## config.mk

```make
export PLATFORM = sky130hd
export DESIGN_NAME = cpu_control_fsm
export DESIGN_NICKNAME = d
export VERILOG_FILES = /design/src/rtl/cpu_control_fsm.sv
export SDC_FILE = /design/constraint.sdc
export NUM_CORES = 1
export LEC_CHECK = 0
export ABC_AREA = 1
export ABC_CLOCK_PERIOD_IN_PS = 2050
export BUFFER_PORTS_ARGS = -buffer_cell sky130_fd_sc_hd__buf_2
export CORE_MARGIN = 2
export CORE_UTILIZATION = 40
export CTS_CLUSTER_SIZE = 25
export DETAILED_ROUTE_END_ITERATION = 16
export PLACE_DENSITY = 0.72
export SLEW_MARGIN = 20
export SYNTH_ARGS = -nofsm -noshare
export SYNTH_HDL_FRONTEND = slang
export SYNTH_SLANG_ARGS = --single-unit
```

## constraint.sdc

```tcl
create_clock -name clk -period 2.05 [get_ports clk]
set_input_delay 0 -clock clk [delete_from_list [all_inputs] [get_ports clk]]
set_output_delay 0 -clock clk [all_outputs]
set_load 0.05 [all_outputs]
```

## src/rtl/cpu_control_fsm.sv

```systemverilog
// Purpose : multi-cycle CPU control unit sequencing FETCH/DECODE/EXECUTE/MEM/WRITEBACK,
//           with a bounded wait on mem_ready that ends in a sticky FAULT state.
// Latency : R/I/NOP 3 cycles, STOR 4, LOAD 5, each plus memory wait cycles.
// Backpressure: mem_ready stalls FETCH and MEM; WAIT_LIMIT stalled cycles without it -> FAULT.
// Ports   : clk, reset (async, active-high); instr[15:0] and mem_ready in;
//           imm_select, alu_op[3:0], rf_we, wb_sel, addr_sel, mem_re, mem_we, ir_load,
//           pc_en, halted, error and state_dbg[2:0] out.
module cpu_control_fsm #(
  parameter int unsigned WAIT_LIMIT = 8
) (
  input  logic        clk,
  input  logic        reset,
  input  logic [15:0] instr,
  input  logic        mem_ready,
  output logic        imm_select,
  output logic [3:0]  alu_op,
  output logic        rf_we,
  output logic        wb_sel,
  output logic        addr_sel,
  output logic        mem_re,
  output logic        mem_we,
  output logic        ir_load,
  output logic        pc_en,
  output logic        halted,
  output logic        error,
  output logic [2:0]  state_dbg
);

  localparam logic [2:0] S_FETCH     = 3'd0;
  localparam logic [2:0] S_DECODE    = 3'd1;
  localparam logic [2:0] S_EXECUTE   = 3'd2;
  localparam logic [2:0] S_MEM       = 3'd3;
  localparam logic [2:0] S_WRITEBACK = 3'd4;
  localparam logic [2:0] S_HALT      = 3'd5;
  localparam logic [2:0] S_FAULT     = 3'd6;

  // The stall that would bring the count up to WAIT_LIMIT is the faulting one.
  localparam logic [7:0] LIMIT_M1 = 8'(WAIT_LIMIT - 1);

  logic [2:0] state, state_nxt;
  logic [3:0] op_q, ext_q;
  logic [7:0] wait_cnt;

  logic cls_r, cls_i, cls_ld, cls_st, cls_nop, cls_halt;
  logic waiting, timeout;

  assign cls_r    = (op_q == 4'h0);
  assign cls_i    = (op_q >= 4'h1) && (op_q <= 4'h9);
  assign cls_ld   = (op_q == 4'hA);
  assign cls_st   = (op_q == 4'hB);
  assign cls_nop  = (op_q >= 4'hC) && (op_q <= 4'hE);
  assign cls_halt = (op_q == 4'hF);

  assign waiting = (state == S_FETCH) || (state == S_MEM);
  assign timeout = waiting && !mem_ready && (wait_cnt == LIMIT_M1);

  always_comb begin
    state_nxt = state;
    case (state)
      S_FETCH: begin
        if (mem_ready)    state_nxt = S_DECODE;
        else if (timeout) state_nxt = S_FAULT;
      end
      S_DECODE: state_nxt = S_EXECUTE;
      S_EXECUTE: begin
        if (cls_halt)                state_nxt = S_HALT;
        else if (cls_ld || cls_st)   state_nxt = S_MEM;
        else                         state_nxt = S_FETCH;
      end
      S_MEM: begin
        if (mem_ready)    state_nxt = cls_ld ? S_WRITEBACK : S_FETCH;
        else if (timeout) state_nxt = S_FAULT;
      end
      S_WRITEBACK: state_nxt = S_FETCH;
      S_HALT:      state_nxt = S_HALT;
      S_FAULT:     state_nxt = S_FAULT;
      default:     state_nxt = S_FAULT;
    endcase
  end

  always_ff @(posedge clk or posedge reset) begin
    if (reset) begin
      state    <= S_FETCH;
      op_q     <= 4'h0;
      ext_q    <= 4'h0;
      wait_cnt <= 8'h00;
    end else begin
      state <= state_nxt;
      if (state == S_DECODE) begin
        op_q  <= instr[15:12];
        ext_q <= instr[7:4];
      end
      // Clear on entry to a waiting state, otherwise count stalled cycles.
      if ((state_nxt != state) && ((state_nxt == S_FETCH) || (state_nxt == S_MEM)))
        wait_cnt <= 8'h00;
      else if (waiting && !mem_ready)
        wait_cnt <= wait_cnt + 8'h01;
    end
  end

  always_comb begin
    imm_select = 1'b0;
    alu_op     = 4'h0;
    rf_we      = 1'b0;
    wb_sel     = 1'b0;
    addr_sel   = 1'b0;
    mem_re     = 1'b0;
    mem_we     = 1'b0;
    ir_load    = 1'b0;
    pc_en      = 1'b0;
    halted     = 1'b0;
    error      = 1'b0;
    state_dbg  = state;
    case (state)
      S_FETCH: begin
        mem_re  = 1'b1;
        ir_load = mem_ready;
      end
      S_EXECUTE: begin
        if (cls_r) begin
          alu_op = ext_q;
          rf_we  = 1'b1;
          pc_en  = 1'b1;
        end else if (cls_i) begin
          alu_op     = op_q;
          imm_select = 1'b1;
          rf_we      = 1'b1;
          pc_en      = 1'b1;
        end else if (cls_nop) begin
          pc_en = 1'b1;
        end
      end
      S_MEM: begin
        addr_sel   = 1'b1;
        imm_select = 1'b1;
        mem_re     = cls_ld;
        mem_we     = cls_st;
        pc_en      = cls_st && mem_ready;
      end
      S_WRITEBACK: begin
        rf_we  = 1'b1;
        wb_sel = 1'b1;
        pc_en  = 1'b1;
      end
      S_HALT:  halted = 1'b1;
      S_FAULT: begin
        halted = 1'b1;
        error  = 1'b1;
      end
      default: ;
    endcase
    // Reset silences every strobe immediately, even mid-transaction.
    if (reset) begin
      imm_select = 1'b0;
      alu_op     = 4'h0;
      rf_we      = 1'b0;
      wb_sel     = 1'b0;
      addr_sel   = 1'b0;
      mem_re     = 1'b0;
      mem_we     = 1'b0;
      ir_load    = 1'b0;
      pc_en      = 1'b0;
      halted     = 1'b0;
      error      = 1'b0;
      state_dbg  = S_FETCH;
    end
  end

endmodule
```

==> results.yml, run 1 <==
outcome:
  outcome: "complete, no violations"
worst_setup_path:
  path_class: "reg2out"
  r2r_slack_ps: 240
  path_max_fanout: 8
  arrival_ps: 1910
  start_kind: "register"
  required_ps: 2050
  cp-end-kind: "output port"
  r2r-start: "state[2]$_DFF_PP0_"
  cp-startpoint: "state[2]$_DFF_PP0_"
sta:
  finalSetupViolCount: 0
  fin_setup_tns_ps: 0
  min_period_over_period: 0.933
  grt_setup_unrepaired: "false"
  relSlewSlack: 0.653
  final_hold_viol_count: 0
  final.setup.worst_slack_ps: 136
  clock_skew_ps: 11.4
  finalMaxSlewViolations: 0
  timing.fmax_ghz: 0.523
  tightestPinTransition_ps: 520
  period_minus_slack_ps: 1910
placement:
  dpl.hpwl_um: 2040
  dp.cells: 236
  gp_congestion: 0.799
  post-place-ws_ps: 270
  port_buffers: 27
clock_tree:
  cts_setup_buffers: 0
  cts.htree.levels: 1
  cts_tree: "built"
  cts_buffers: 3
  clkSlewWorstSetupHoldPaths_ps: 120
  root_buffer: "clkbuf_4"
  clock_sinks: 19
  cts_max_path_buffers: 2
  insertion_delay_ps: 300
yosys:
  syn_inst: 166
  synth_nets: 186
  avgSynthCellArea_um2: 7.70
  ys_ff_latch: 19
  synth_area_leaders: "dfrtp_1, nand2_1, nor2_1"
  synth_top_area_share: 0.372
  synth_top_cell_by_area: "dfrtp_1"
  yosysSeqAreaShare: 0.372
  synth_warnings: 0
  ys_types: 29
  netlist_area_um2: 1280
power:
  total_leakage_power_uw: 0.000790
  peakVddDrop_mv: 0.430
  powerDensity_nw_per_um2: 1390
floorplan:
  fp.dieW_um: 60.5
  start_util: 0.419
  die_h_um: 60.5
  die-area_um2: 3670
  rows: 20
  fp.coreArea_um2: 3050
  top_level_ports: 36
route:
  viasPerCell: 4.80
  vias: 1196
  ant_nets: 0
  first_pass_iters: 5
  drc: 0
  wl_per_cell_um: 10.7
  drtIter0Drc: 67
  wirelength_um: 2670
global_route:
  grt_pass1_vias: 1103
  grt_max_degree: 14
  grt_overflow: 0
  grt_antenna_before_repair: 0
  grt_use_total: 0.173
  grt_pass1_wl_um: 4690
min_path:
  hp-start: "mem_ready"
  min_path_type: "in2reg"
run:
  drv_cap: 0
layout:
  final_nets: 226
  stdcell_count: 249
  drive_gt1_frac: 0.317
  n_antenna_cell: 0
  area_growth_pct: 23.9
power breakdown:
part / internal [µW] / switching [µW]
sequential: 497 / 162
combinational: 430 / 920
clock: 72.5 / 117
total: 999 / 1200
layer usage:
layer | share of wire | vias up | track usage
li1 | - | 608 | -
met1 | 0.47 | 553 | 0.230
met2 | 0.47 | 33 | 0.281
met3 | 0.055 | 2 | 0.0320
met4 | 0.010 | 0 | 0.0652
met5 | 0 | - | 0
synthesized netlist by cell type, drive strengths merged:
cell type and count:
o21ai 5, buf 4, a21oi 13, dfrtp 19
xnor2 1, nand3 16, nor3 2, nand4 1
nor2 36, mux2 4, nand2 33, a22oi 1
nor4 3, ha 1, xor2 6, inv 21
cells by family after synthesis:
group           Yosys count  synth area share
simple gates             91             0.360
buf+inv                  25            0.0959
mux                       4            0.0352
fa+ha+maj                 1           0.00978
xor+xnor                  7            0.0479
compound gates           19            0.0793
flops                    19             0.372
worst paths after layout:
kind | endpoint | cells past startpoint
max | pc_en | 8
min | state[0]$_DFF_PP0_ | 4
max reg2reg | wait_cnt[4]$_DFFE_PP0P_ | 10
min reg2reg | ext_q[0]$_DFFE_PP0P_ | 1
max in group asynchronous | wait_cnt[5]$_DFFE_PP0P_ | 4
min in group asynchronous | op_q[2]$_DFFE_PP0P_ | 3
placed cells by master (no fill, tap or decap), drive strengths merged:
master        n
nor3          2
ha            1
xor2          6
inv          21
xnor2         1
dlygate4sd3   9
nor4          3
nor2         36
buf          30
nand3        16
clkbuf        3
dfrtp        19
nand2        33
o21ai         5
clkinv        1
a21oi        13
nand4         1
mux2          4
a22oi         1
registers in the layout, indices dropped and copies added, names as in the netlist:
register  flops
state         3
op_q          4
wait_cnt      8
ext_q         4
through the flow:
step                hold WS [ps]  utilization  cell area (µm²)  total power, µW
floorplan                  -25.8            -             1280             1770
global placement             113        0.480             1470             1990
detailed placement           113        0.480             1470             2010
CTS                         62.3        0.519             1580             2220
global route                86.1        0.519             1580             2400
finish                      75.7        0.519             1580             2200
final cells by class:
class,instances,area [µm²]
Fill cell,313,1470
Multi-Input combinational cell,122,687
Sequential cell,19,475
Timing Repair Buffer,39,248
Inverter,21,91.3
Tap cell,44,55.1
Clock buffer,3,22.5
Clock inverter,1,5.00
critical path: stages (launching register included):
cell,delay (ps)
dfrtp_1,580
inv_12,140
nand3_2,130
inv_1,130
nand3_1,100
o21ai_1,130
o21ai_0,80
inv_1,70
buf_2,250
what timing repair did:
action | 4_1_cts | 5_1_grt
hold endpoints to repair | 16 | 0
hold buffers | 9 | 0
gates resized for setup | 0 | 0
Note: power is estimated with default switching activity, not from simulation.
==> run 2, diff against run 1 <==
--- a/config.mk
+++ b/config.mk
@@ -5,7 +5,6 @@
 export SDC_FILE = /design/constraint.sdc
 export NUM_CORES = 1
 export LEC_CHECK = 0
-export ABC_AREA = 1
 export ABC_CLOCK_PERIOD_IN_PS = 2050
 export BUFFER_PORTS_ARGS = -buffer_cell sky130_fd_sc_hd__buf_2
 export CORE_MARGIN = 2
==> constraint.sdc (replaced) <==
create_clock -name clk -period 2.05 [get_ports clk]
set_input_delay 0.1025 -clock clk [delete_from_list [all_inputs] [get_ports clk]]
set_output_delay 0.1025 -clock clk [all_outputs]
set_load 0.05 [all_outputs]
==> run 2 against run 1 <==
  * Fmax is 1.2% lower
  * Setup slack worse by 23 ps
  * Die area is 0.18% lower
  * Worst hold slack worse by 52 ps
  * Cell count down 12%
  * First-iteration DRC count decreased by 31%
  * Total power down 72%
  * Flip-flop and latch count is the same
  * Largest power group is now registers
  * Highest routed layer unchanged
==> results.yml, run 2 <==
yosys:
  avgSynthCellArea_um2: 8.92
  synth.cells.most_frequent: "dfrtp_1, a21oi_1, nor3_1"
  synth_top_cell_by_area: "dfrtp_1"
  yosysSeqAreaShare: 0.373
  netlist_area_um2: 1280
  synth_area_leaders: "dfrtp_1, mux2_2, a21oi_1"
  syn_inst: 143
  synth_top_area_share: 0.373
  ys_ff_latch: 19
  synth_warnings: 0
  synth_nets: 163
  synthArstFlopShare: 1.00
  ys.flop_type: "dfrtp_1"
  synth_most_common_cell: "dfrtp_1"
  synth_edf_count: 0
  ys_types: 42
layout:
  final_nets: 195
  n_antenna_cell: 0
  final_cell_area_um2: 1570
  layout_common_cells: "buf_2, dfrtp_1, a21oi_1, buf_4"
  top_regs: "wait_cnt (8), ext_q (4), op_q (4)"
  fill_cells: 297
  stdcell_count: 218
  final_common_cell: "buf_2"
  largest_reg_flops: 8
  area_growth_pct: 23.2
  regMostFlops: "wait_cnt"
  multi_input_area_um2: 769
  drive_gt1_frac: 0.368
  final-seq-area_um2: 478
outcome:
  outcome: "complete, no violations"
route:
  wl_per_cell_um: 13.3
  drtIter0Drc: 46
  drc: 0
  wirelength_um: 2900
  ant_nets: 0
  first_pass_iters: 4
  vias: 1167
  viasPerCell: 5.35
power:
  internal-power_uw: 464
  p_sw_frac: 0.247
  total_leakage_power_uw: 0.000736
  switchingPower_uw: 152
  powerDensity_nw_per_um2: 392
  power.clock.fraction: 0.317
  p_comb_frac: 0.075
  seqPwrFrac: 0.608
  peakVddDrop_mv: 0.216
placement:
  gp_congestion: 0.808
  port_buffers: 27
  dpl.hpwl_um: 2080
  dpl-instance-area_um2: 1490
  dp.cells: 209
worst_setup_path:
  path_class: "reg2out"
  r2r-start: "state[1]$_DFF_PP0_"
  slowest_delay_ps: 480
  crit_buf_inv: 1
  cp-end-kind: "output port"
  cp-startpoint: "state[2]$_DFF_PP0_"
  arrival_ps: 1830
  path_cells: "nand4b_1 > nor2_2 > nand4_1 > a21oi_1 > clkbuf_4"
  required_ps: 1950
  path_max_fanout: 10
  start_kind: "register"
  path_delay_family: "simple AND/OR/NAND/NOR gates"
  cp_slowest_cell: "dfrtp_2"
global_route:
  grt_max_degree: 24
  grt_antenna_before_repair: 0
  grt_overflow: 0
  grt_pass1_vias: 1114
  grt_use_total: 0.181
  grt_pass1_wl_um: 4940
sta:
  tightestPinTransition_ps: 750
  period_minus_slack_ps: 1940
  final_hold_viol_count: 0
  finalMaxSlewViolations: 0
  relSlewSlack: 0.494
  min_period_over_period: 0.945
  finalSetupViolCount: 0
  clock_skew_ps: 1.93
  timing.fmax_ghz: 0.516
clock_tree:
  insertion_delay_ps: 300
  clock_sinks: 19
  cts_buffers: 3
  cts_max_path_buffers: 2
  root_buffer: "clkbuf_4"
  cts_tree: "built"
  cts.htree.levels: 1
  clkSlewWorstSetupHoldPaths_ps: 110
floorplan:
  fp.coreArea_um2: 3050
  rows: 20
  die-area_um2: 3660
  die_h_um: 60.5
  fp.dieW_um: 60.5
  start_util: 0.418
  top_level_ports: 36
run:
  drv_cap: 0
min_path:
  min_path_type: "in2reg"
  hp-start: "instr[4]"
[run 2: cell count changes in the layout (fill, tap and decap cells not counted), moves of 4 or more]
cell and change:
mux2_2 +6, inv_1 -10, inv_2 -5, a21oi_1 +4, nor2b_1 +6, nor3_2 +5, nor2_2 -9, xnor2_1 +5
nand2_2 -5, nand3_1 -11, dlygate4sd3_1 -8, nand2_1 -20, buf_4 +7, nor2_1 -15
[run 2: final timing paths]
| path | endpoint | slack (ps) | cells past startpoint |
|---|---|---|---|
| worst min register to register | ext_q[3]$_DFFE_PP0P_ | 530 | 1 |
| worst max register to register | state[0]$_DFF_PP0_ | 260 | 4 |
| max in group asynchronous | state[2]$_DFF_PP0_ | 1350 | 4 |
| min in group asynchronous | ext_q[1]$_DFFE_PP0P_ | 490 | 4 |
| worst min-delay path | ext_q[0]$_DFFE_PP0P_ | 20 | 2 |
| worst max-delay path | pc_en | 110 | 5 |
[run 2: cell type report]
type	instances	area share
clock buffers	4	0.0167
multi-input cells	108	0.489
well taps	44	0.0350
inverters	5	0.0119
flip-flops and latches	19	0.304
repair buffers	38	0.143
[run 2: cells by family after synthesis]
| kind of cell | share of synthesized area |
|---|---|
| buffers and inverters | 0.0569 |
| DFF | 0.373 |
| AOI/OAI and AO/OA | 0.153 |
| and+or+nand+nor | 0.247 |
| xor gates and xnor gates | 0.0745 |
| adders and majority gates | 0.00980 |
| muxes | 0.0863 |
[run 2: per-layer routing]
layer,part of all wire,track usage,up-vias
li1,-,-,571
met1,0.48,0.257,564
met2,0.46,0.272,30
met3,0.045,0.0299,2
met4,0.0093,0.0839,0
met5,0,0,-
[run 2: timing repair]
| action | in CTS | in global routing |
|---|---|---|
| buffers inserted | 2 | 2 |
| hold buffers | 1 | 0 |
| endpoints found under the setup margin | 2 | 4 |
| hold endpoints to repair | 19 | 0 |
| resized for setup | 1 | 6 |
| pin swaps | 0 | 1 |
[run 2: through the flow]
step	setup WS [ps]	total power [µW]	hold slack [ps]	util	TNS, ps
global placement	274	427	257	0.487	0
CTS	46.3	624	14.7	0.504	0
floorplan	-86.9	410	254	-	-195
detailed placement	203	428	276	0.487	0
finish	113	616	24.0	0.515	0
global route	-1.48	642	8.46	0.515	-1.48
[run 2: power by group through the flow]
stage / Clock (µW) / Sequential [µW] / Combinational, µW
2_1_floorplan: 0 / 382 / 27.6
3_3_place_gp: 0 / 382 / 45.0
3_5_place_dp: 0 / 382 / 46.1
4_1_cts: 202 / 375 / 47.6
5_1_grt: 216 / 375 / 50.9
6_report: 195 / 375 / 46.5
